==> config.mk <==
export PLATFORM = sky130hd
export DESIGN_NAME = pe_link_arbiter
export DESIGN_NICKNAME = d
export VERILOG_FILES = /design/src/rtl/pe_link_arbiter.sv
export SDC_FILE = /design/constraint.sdc
export NUM_CORES = 1
export LEC_CHECK = 0
export ABC_AREA = 1
export CORE_AREA = 2 2 326 328
export CTS_BUF_LIST = sky130_fd_sc_hd__clkbuf_2 sky130_fd_sc_hd__clkbuf_4 sky130_fd_sc_hd__clkbuf_8
export CTS_CLUSTER_DIAMETER = 60
export DETAILED_ROUTE_END_ITERATION = 8
export DIE_AREA = 0 0 328 330
export DONT_BUFFER_PORTS = 1
export GPL_TIMING_DRIVEN = 1
export MAX_ROUTING_LAYER = met4
export PLACE_DENSITY = 0.3
export SLEW_MARGIN = 40
export SYNTH_ARGS = -nofsm -noshare
export SYNTH_HDL_FRONTEND = slang
export SYNTH_SLANG_ARGS = --single-unit
==> constraint.sdc <==
create_clock -name clk -period 5.5 [get_ports clk]
set_clock_uncertainty 0.05 [all_clocks]
set_input_delay 1.1 -clock clk [delete_from_list [all_inputs] [get_ports clk]]
set_output_delay 1.1 -clock clk [all_outputs]
set_load 0.005 [all_outputs]
==> src/rtl/pe_link_arbiter.sv <==
// Packet-atomic round-robin arbiter sharing one registered outbound tile link among NUM_REQ
// requesters. Optional stall watchdog enabled by defining PE_LINK_ARB_WDOG_EN.
module pe_link_arbiter #(
  parameter int unsigned NUM_REQ    = 4,
  parameter int unsigned DATA_WIDTH = 164,
  parameter int unsigned WDOG_LIMIT = 64
) (
  input  logic                          clk,
  input  logic                          reset,
  input  logic                          ap_start,
  input  logic [NUM_REQ-1:0]            req_valid,
  input  logic [NUM_REQ-1:0]            req_last,
  input  logic [NUM_REQ*DATA_WIDTH-1:0] req_data,
  output logic [NUM_REQ-1:0]            req_ready,
  output logic                          out_valid,
  output logic [DATA_WIDTH-1:0]         out_data,
  output logic                          out_last,
  input  logic                          out_ready,
  output logic [$clog2(NUM_REQ)-1:0]    grant_id,
  output logic                          busy,
  output logic                          wdog_err
);

  localparam int unsigned IdW = $clog2(NUM_REQ);

  if (NUM_REQ < 2 || NUM_REQ > 8 || WDOG_LIMIT < 1) begin : g_bad_param
    $error("pe_link_arbiter: NUM_REQ must be 2..8 and WDOG_LIMIT at least 1");
  end

  typedef enum logic [0:0] {StIdle, StPkt} state_e;

  state_e                  state_q, state_d;
  logic [IdW-1:0]          grant_q, grant_d;
  logic [IdW-1:0]          rr_ptr_q, rr_ptr_d;
  logic [IdW-1:0]          next_ptr;
  logic [IdW-1:0]          cand;
  logic [IdW-1:0]          win_idx;
  logic                    win_found;
  logic                    g_valid;
  logic                    g_last;
  logic [DATA_WIDTH-1:0]   g_data;
  logic                    out_free;
  logic                    xfer;
  logic                    wdog_hit;
  logic                    out_valid_q;
  logic [DATA_WIDTH-1:0]   out_data_q;
  logic                    out_last_q;

  // Round-robin search starting at rr_ptr_q.
  always_comb begin
    win_found = 1'b0;
    win_idx   = '0;
    cand      = '0;
    for (int unsigned k = 0; k < NUM_REQ; k++) begin
      cand = IdW'((32'(rr_ptr_q) + k) % NUM_REQ);
      if (!win_found && req_valid[cand]) begin
        win_found = 1'b1;
        win_idx   = cand;
      end
    end
  end

  // Constant-index mux avoids wide variable part-selects into req_data.
  always_comb begin
    g_valid = 1'b0;
    g_last  = 1'b0;
    g_data  = '0;
    for (int unsigned i = 0; i < NUM_REQ; i++) begin
      if (grant_q == IdW'(i)) begin
        g_valid = req_valid[i];
        g_last  = req_last[i];
        g_data  = req_data[i*DATA_WIDTH +: DATA_WIDTH];
      end
    end
  end

  assign next_ptr = IdW'((32'(grant_q) + 1) % NUM_REQ);
  assign out_free = !out_valid_q || out_ready;
  assign xfer     = ap_start && (state_q == StPkt) && out_free && g_valid;

`ifdef PE_LINK_ARB_WDOG_EN
  localparam int unsigned WdW = $clog2(WDOG_LIMIT + 1);

  logic [WdW-1:0] wdog_cnt_q, wdog_cnt_d;
  logic           wdog_err_q;

  // Counts cycles the granted requester leaves the link idle while enabled.
  assign wdog_hit = (state_q == StPkt) && ap_start && !g_valid &&
                    (wdog_cnt_q == WdW'(WDOG_LIMIT - 1));

  always_comb begin
    wdog_cnt_d = wdog_cnt_q;
    if ((state_q != StPkt) || xfer || wdog_hit) begin
      wdog_cnt_d = '0;
    end else if (ap_start && !g_valid) begin
      wdog_cnt_d = wdog_cnt_q + 1'b1;
    end
  end

  always_ff @(posedge clk) begin
    if (reset) begin
      wdog_cnt_q <= '0;
      wdog_err_q <= 1'b0;
    end else begin
      wdog_cnt_q <= wdog_cnt_d;
      wdog_err_q <= wdog_hit;
    end
  end

  assign wdog_err = wdog_err_q;
`else
  assign wdog_hit = 1'b0;
  assign wdog_err = 1'b0;
`endif

  // FSM: state register.
  always_ff @(posedge clk) begin
    if (reset) begin
      state_q  <= StIdle;
      grant_q  <= '0;
      rr_ptr_q <= '0;
    end else begin
      state_q  <= state_d;
      grant_q  <= grant_d;
      rr_ptr_q <= rr_ptr_d;
    end
  end

  // FSM: next state.
  always_comb begin
    state_d  = state_q;
    grant_d  = grant_q;
    rr_ptr_d = rr_ptr_q;
    unique case (state_q)
      StIdle: begin
        if (ap_start && win_found) begin
          state_d = StPkt;
          grant_d = win_idx;
        end
      end
      StPkt: begin
        if ((xfer && g_last) || wdog_hit) begin
          state_d  = StIdle;
          rr_ptr_d = next_ptr;
        end
      end
      default: state_d = StIdle;
    endcase
  end

  // FSM: outputs.
  always_comb begin
    busy      = (state_q == StPkt);
    req_ready = '0;
    for (int unsigned i = 0; i < NUM_REQ; i++) begin
      req_ready[i] = ap_start && (state_q == StPkt) && (grant_q == IdW'(i)) && out_free;
    end
  end

  // Output link register; drains on out_ready even while ap_start is low.
  always_ff @(posedge clk) begin
    if (reset) begin
      out_valid_q <= 1'b0;
      out_data_q  <= '0;
      out_last_q  <= 1'b0;
    end else if (xfer) begin
      out_valid_q <= 1'b1;
      out_data_q  <= g_data;
      out_last_q  <= g_last;
    end else if (out_ready) begin
      out_valid_q <= 1'b0;
    end
  end

  assign out_valid = out_valid_q;
  assign out_data  = out_data_q;
  assign out_last  = out_last_q;
  assign grant_id  = grant_q;

endmodule

==> summary.md, run 1 <==
| Metric | Value |
|---|---|
| Status | finished, final reports clean |
| Post-placement cell count | 2903 |
| Num ports | 842 |
| Synthesized instance count | 1664 |
| Rel. slew slack | 0.447 |
| Critical path arrival | 2470 ps |
| Crit share post-route | 0.659 |
| Nets | 2203 |
| Die area | 0.108 mm2 |
| Final-layout fill cell count | 12200 |
| VDD IR max | 0.000102 V |
| Most common cell in the netlist | nand2_1 |
| PortBufs | 0 |
| Pwr Density | 269 mW/mm2 |
| Hold buffers post-CTS | 0 |
| Clock Tree Root | clkbuf_8 |
| Inserted Clock Buffers | 17 |
| WP data required | 4350 ps |
| Period minus WS final | 3620 ps |
| Yosys top cell by area | dfxtp_1 |
| Final Util | 0.117 |
| Mapped Nets | 2336 |
| Fmax | 276 MHz |
| Remaining DRCs | 0 |
| Startpoint class of the critical path | flop |
| Footprint of the multi-input gates | 0.00639 mm2 |
| Via density | 4.01 |
| Detailed-route wire length | 60000 um |
| Initial antenna violation count | 20 |
| Post-CTS setup buffer count | 0 |
| Initial Util | 0.101 |
| Vias in the first global route | 11500 |
| Post-CTS resize count | 0 |
| Synth cell count leaders | nand2_1, a21oi_1, dfxtp_1 |
| Main synth FF type | dfxtp_1 |
| Worst-margin pin slew | 830 ps |
| Mapped Area | 0.0106 mm2 |
| Final setup viols | 0 |
| CP Max Fanout | 76 |
| Seq cells post-synth | 171 |
| FP Rows | 119 |
| Sequential share of the synthesized area | 0.323 |
| Post-Layout Cell Count | 2946 |
| Distinct cells, synth | 24 |
| CP endpoint kind | output port |
| Pre-antenna DRT Iters | 5 |
| Gr ovfl total | 0 |
| YS warnings | 0 |
| Largest net degree at the start of global routing | 125 |
| Clock sinks | 171 |
| Max Cap Viol | 0 |
| Fin. max-slew vios | 0 |
| Avg Inst Size Synth | 6.37 um2 |
| Worst Hold Class | flop to flop |
| Static leakage | 3.97 nW |
| Crit path kind | flop to output port |
| Synth-to-layout area growth | 15.6% |
| First-pass GRT wire length | 81400 um |
| Top cell type's share of synthesized area | 0.323 |
| Dpl hpwl | 47500 um |
| Final Hold Fails | 0 |
| Register area | 0.00342 mm2 |
| Iteration-0 DRC Markers | 583 |
| Dominant cells by area after synthesis | dfxtp_1, a21oi_1, nand2_1 |
| Routed WL per cell | 20.4 um |
| H-tree depth | 4 |
| Layout cells sized above 1 | 0.0376 |
| Die height | 330 um |
| Clock Path Buffers | 2 |
| Clk_lat worst skew | 590 ps |
| Routability Congestion | 0.834 |
| Fin Setup TNS | 0 ps |
| Share of flip-flops with an asynchronous set or reset | 0 |
| Antenna Nets Post-Route | 0 |
| Total track usage | 0.107 |
| Total vias in the final route | 11800 |
| CTS tree | done |
| Clk pin slew, worst setup/hold paths | 130 ps |
| Core footprint | 0.105 mm2 |
| Die W | 328 um |
| EDFF count, synth | 0 |
| RSZ-0062 raised after global routing | no |
## cell families (layout without fill, tap and decap cells)
group,Yosys count,count (layout),synth area share
AO/OA/AOI/OAI,649,649,0.346
adder cells (fa/ha/maj),4,4,0.00472
buffers and inverters,184,64,0.0777
flip-flops,171,171,0.323
other,1,12,0.000354
AND/OR/NAND/NOR,655,655,0.248
## per-stage QoR
step                      hold WS [ps]  setup WS [ps]  power (mW)  cell area, um2
after floorplan                    411           2900        2.08           10600
after global placement             458           2060        2.36           11800
after detailed placement           464           1980        2.37           11800
after CTS                          433           1650        3.41           12200
after global routing               451           1610        3.56           12200
final                              487           1880        3.29           12200
## placed cells by master, fill, tap and decap left out, drive strengths merged
| cell | instances |
|---|---|
| inv | 24 |
| o2111ai | 1 |
| clkbuf | 17 |
| ha | 4 |
| o21ai | 147 |
| nand4 | 2 |
| diode | 11 |
| clkinv | 6 |
| nand2 | 399 |
| conb | 1 |
| nor2 | 128 |
| nand3 | 126 |
| dfxtp | 171 |
| a21oi | 336 |
| a22oi | 47 |
| clkinvlp | 3 |
| o211ai | 117 |
| o21a | 1 |
| buf | 14 |
## worst paths after layout
path / startpoint / endpoint / slack (ps) / cells past startpoint
setup / recovery: grant_id[0] / req_ready[3] / 1880 / 3
hold / removal: out_data[57] / out_data[57] / 490 / 2
setup reg to reg: grant_id[0] / out_data[147] / 2160 / 13
hold reg to reg: out_data[57] / out_data[57] / 490 / 2
## layer usage
layer	share of wire	vias to the layer above	track usage	wire length, um
met5	0	-	-	0
met4	0.019	0	0.0329	1160
met3	0.078	57	0.0352	4700
met2	0.51	606	0.185	30600
met1	0.39	5594	0.117	23600
li1	-	5549	-	-
## worst max-delay path: stages, from the launching register on
cell and delay, ps:
dfxtp_1 530, ha_4 580, inv_6 330, nor2_1 420
## flip-flops by register name, summed over array words and instances (netlist names)
name	cells
out_valid	1
rr_ptr_q	2
out_last	1
grant_id	2
out_data	164
busy	1
## report_power, final
part / leakage (nW) / total (mW) / internal (mW) / switching (mW)
Sequential: 1.38 / 1.35 / 1.29 / 0.0576
Clock: 0.188 / 0.972 / 0.337 / 0.635
Combinational: 2.40 / 0.971 / 0.312 / 0.658
## area by class of cell
class | instances | share of cell area
clock buffers | 17 | 0.0191
clock inverters | 15 | 0.0129
well taps | 1391 | 0.142
multi-input cells | 1309 | 0.522
inverters | 18 | 0.00695
repair buffers | 14 | 0.0150
flip-flops and latches | 171 | 0.280
diodes | 11 | 0.00225
(Power assumes the default switching activity.)
==> run 2: changes to the inputs <==
- clock period: 5.5 -> 3.4 ns (I/O delays scaled with it)
==> summary.md, run 2 (synthesized netlist as in run 1, its figures left out) <==
| Metric | Value |
|---|---|
| Status | finished, final reports clean |
| Clk pin slew, worst setup/hold paths | 120 ps |
| Layout cells sized above 1 | 0.0438 |
| Clock Path Buffers | 2 |
| CTS tree | done |
| Psw | 2.14 mW |
| Max reg flops | 164 |
| Post-CTS resize count | 0 |
| Routability Congestion | 0.833 |
| Critical path arrival | 2150 ps |
| Clock share of power | 0.304 |
| Clk_lat worst skew | 580 ps |
| Antenna Nets Post-Route | 0 |
| Worst Hold Class | primary input to flop |
| Register area | 0.00342 mm2 |
| Gr ovfl total | 0 |
| Initial Util | 0.101 |
| Via density | 3.98 |
| FP Rows | 119 |
| CP endpoint kind | output port |
| Die height | 330 um |
| Nets | 2213 |
| Num ports | 842 |
| Placement Setup Slack | 467 ps |
| Max Cap Viol | 0 |
| Sw Ratio | 0.393 |
| Pre-antenna DRT Iters | 7 |
| Total vias in the final route | 11800 |
| First-pass GRT wire length | 80100 um |
| Inserted Clock Buffers | 17 |
| Core footprint | 0.105 mm2 |
| Fin. max-slew vios | 0 |
| Die area | 0.108 mm2 |
| Setup slack after layout | 517 ps |
| Die W | 328 um |
| Hold buffers post-CTS | 0 |
| Final Hold Fails | 0 |
| Total track usage | 0.106 |
| Fmax | 347 MHz |
| H-tree depth | 4 |
| Dpl hpwl | 47000 um |
| Detailed-route wire length | 58900 um |
| Iteration-0 DRC Markers | 610 |
| Most common cell after layout, fill and taps aside | nand2_1 |
| Routed WL per cell | 19.9 um |
| Static leakage | 4.05 nW |
| Remaining DRCs | 0 |
| Largest net degree at the start of global routing | 126 |
| Comb pwr share | 0.295 |
| Pwr Density | 440 mW/mm2 |
| Initial antenna violation count | 21 |
| Clock Tree Root | clkbuf_8 |
| PortBufs | 0 |
| Period minus WS final | 2880 ps |
| WP data required | 2670 ps |
| Post-CTS setup buffer count | 0 |
| CP Max Fanout | 125 |
| VDD IR max | 0.000153 V |
| P_int | 3.31 mW |
| Final-layout fill cell count | 12400 |
| Crit share post-route | 0.848 |
| Crit path kind | flop to output port |
| Commonest cells after routing, fill and taps aside | nand2_1, a21oi_1, dfxtp_1 |
| Rel. slew slack | 0.452 |
| Synth-to-layout area growth | 17.1% |
| Final setup viols | 0 |
| Clock sinks | 171 |
| Vias in the first global route | 11400 |
| RSZ-0062 raised after global routing | no |
| Fin Setup TNS | 0 ps |
| Worst-margin pin slew | 821 ps |
| Startpoint class of the critical path | flop |
| Part of the power in registers | 0.400 |
| Footprint of the multi-input gates | 0.00639 mm2 |
[run 2: cell count changes in the layout (fill, tap and decap cells not counted)]
cell | before | now
buf_12 | 6 | 11
buf_4 | 7 | 12
bufinv_16 | 0 | 2
clkbuf_8 | 17 | 18
clkinv_2 | 0 | 2
clkinv_4 | 3 | 2
clkinv_8 | 3 | 0
clkinvlp_4 | 3 | 2
diode_2 | 11 | 12
inv_6 | 5 | 6
inv_8 | 4 | 3
[run 2: critical path, stage by stage (launching register included)]
cell and delay, ps:
dfxtp_1 530, inv_1 190, ha_4 240, inv_8 90, buf_12 250, nor2_1 150
[run 2: through the flow]
stage / hold slack, ps / cells / util / power, mW / cell area, um2
finish: 162 / 2957 / 0.118 / 5.45 / 12400
global route: 62.4 / 2957 / 0.118 / 5.89 / 12400
CTS: 20.9 / 2945 / 0.118 / 5.66 / 12400
detailed placement: 458 / 2913 / 0.114 / 3.88 / 12000
global placement: 457 / 2913 / 0.114 / 3.86 / 12000
floorplan: 411 / 1664 / - / 3.36 / 10600
[run 2: worst paths after layout]
path	startpoint	to	slack, ps	cells past startpoint
worst min register to register	out_last	out_last	460	2
worst max-delay path	grant_id[0]	req_ready[2]	520	5
worst max register to register	grant_id[1]	out_data[84]	630	12
worst min-delay path	reset	out_data[108]	160	1
[run 2: power by group through the flow]
stage                     logic (mW)  clock network, mW  registers [mW]
final                           1.61               1.66            2.18
after global routing            1.83               1.86            2.20
after floorplan                 1.18                  0            2.19
after detailed placement        1.65                  0            2.23
after CTS                       1.65               1.82            2.19
after global placement          1.62                  0            2.24
[run 2: cell type report]
| cell class | count | share of cell area |
|---|---|---|
| Sequential cell | 171 | 0.276 |
| Clock buffer | 18 | 0.0200 |
| Multi-Input combinational cell | 1309 | 0.515 |
| Inverter | 18 | 0.00686 |
| Tap cell | 1391 | 0.140 |
| Antenna cell | 12 | 0.00242 |
| Clock inverter | 14 | 0.0129 |
| Timing Repair Buffer | 24 | 0.0259 |
[run 2: per-layer routing]
metal | track usage | wire length, um | vias to the layer above
li1 | - | - | 5559
met1 | 0.109 | 22200 | 5565
met2 | 0.185 | 30200 | 571
met3 | 0.0362 | 4790 | 63
met4 | 0.0410 | 1620 | 0
met5 | - | 0 | -
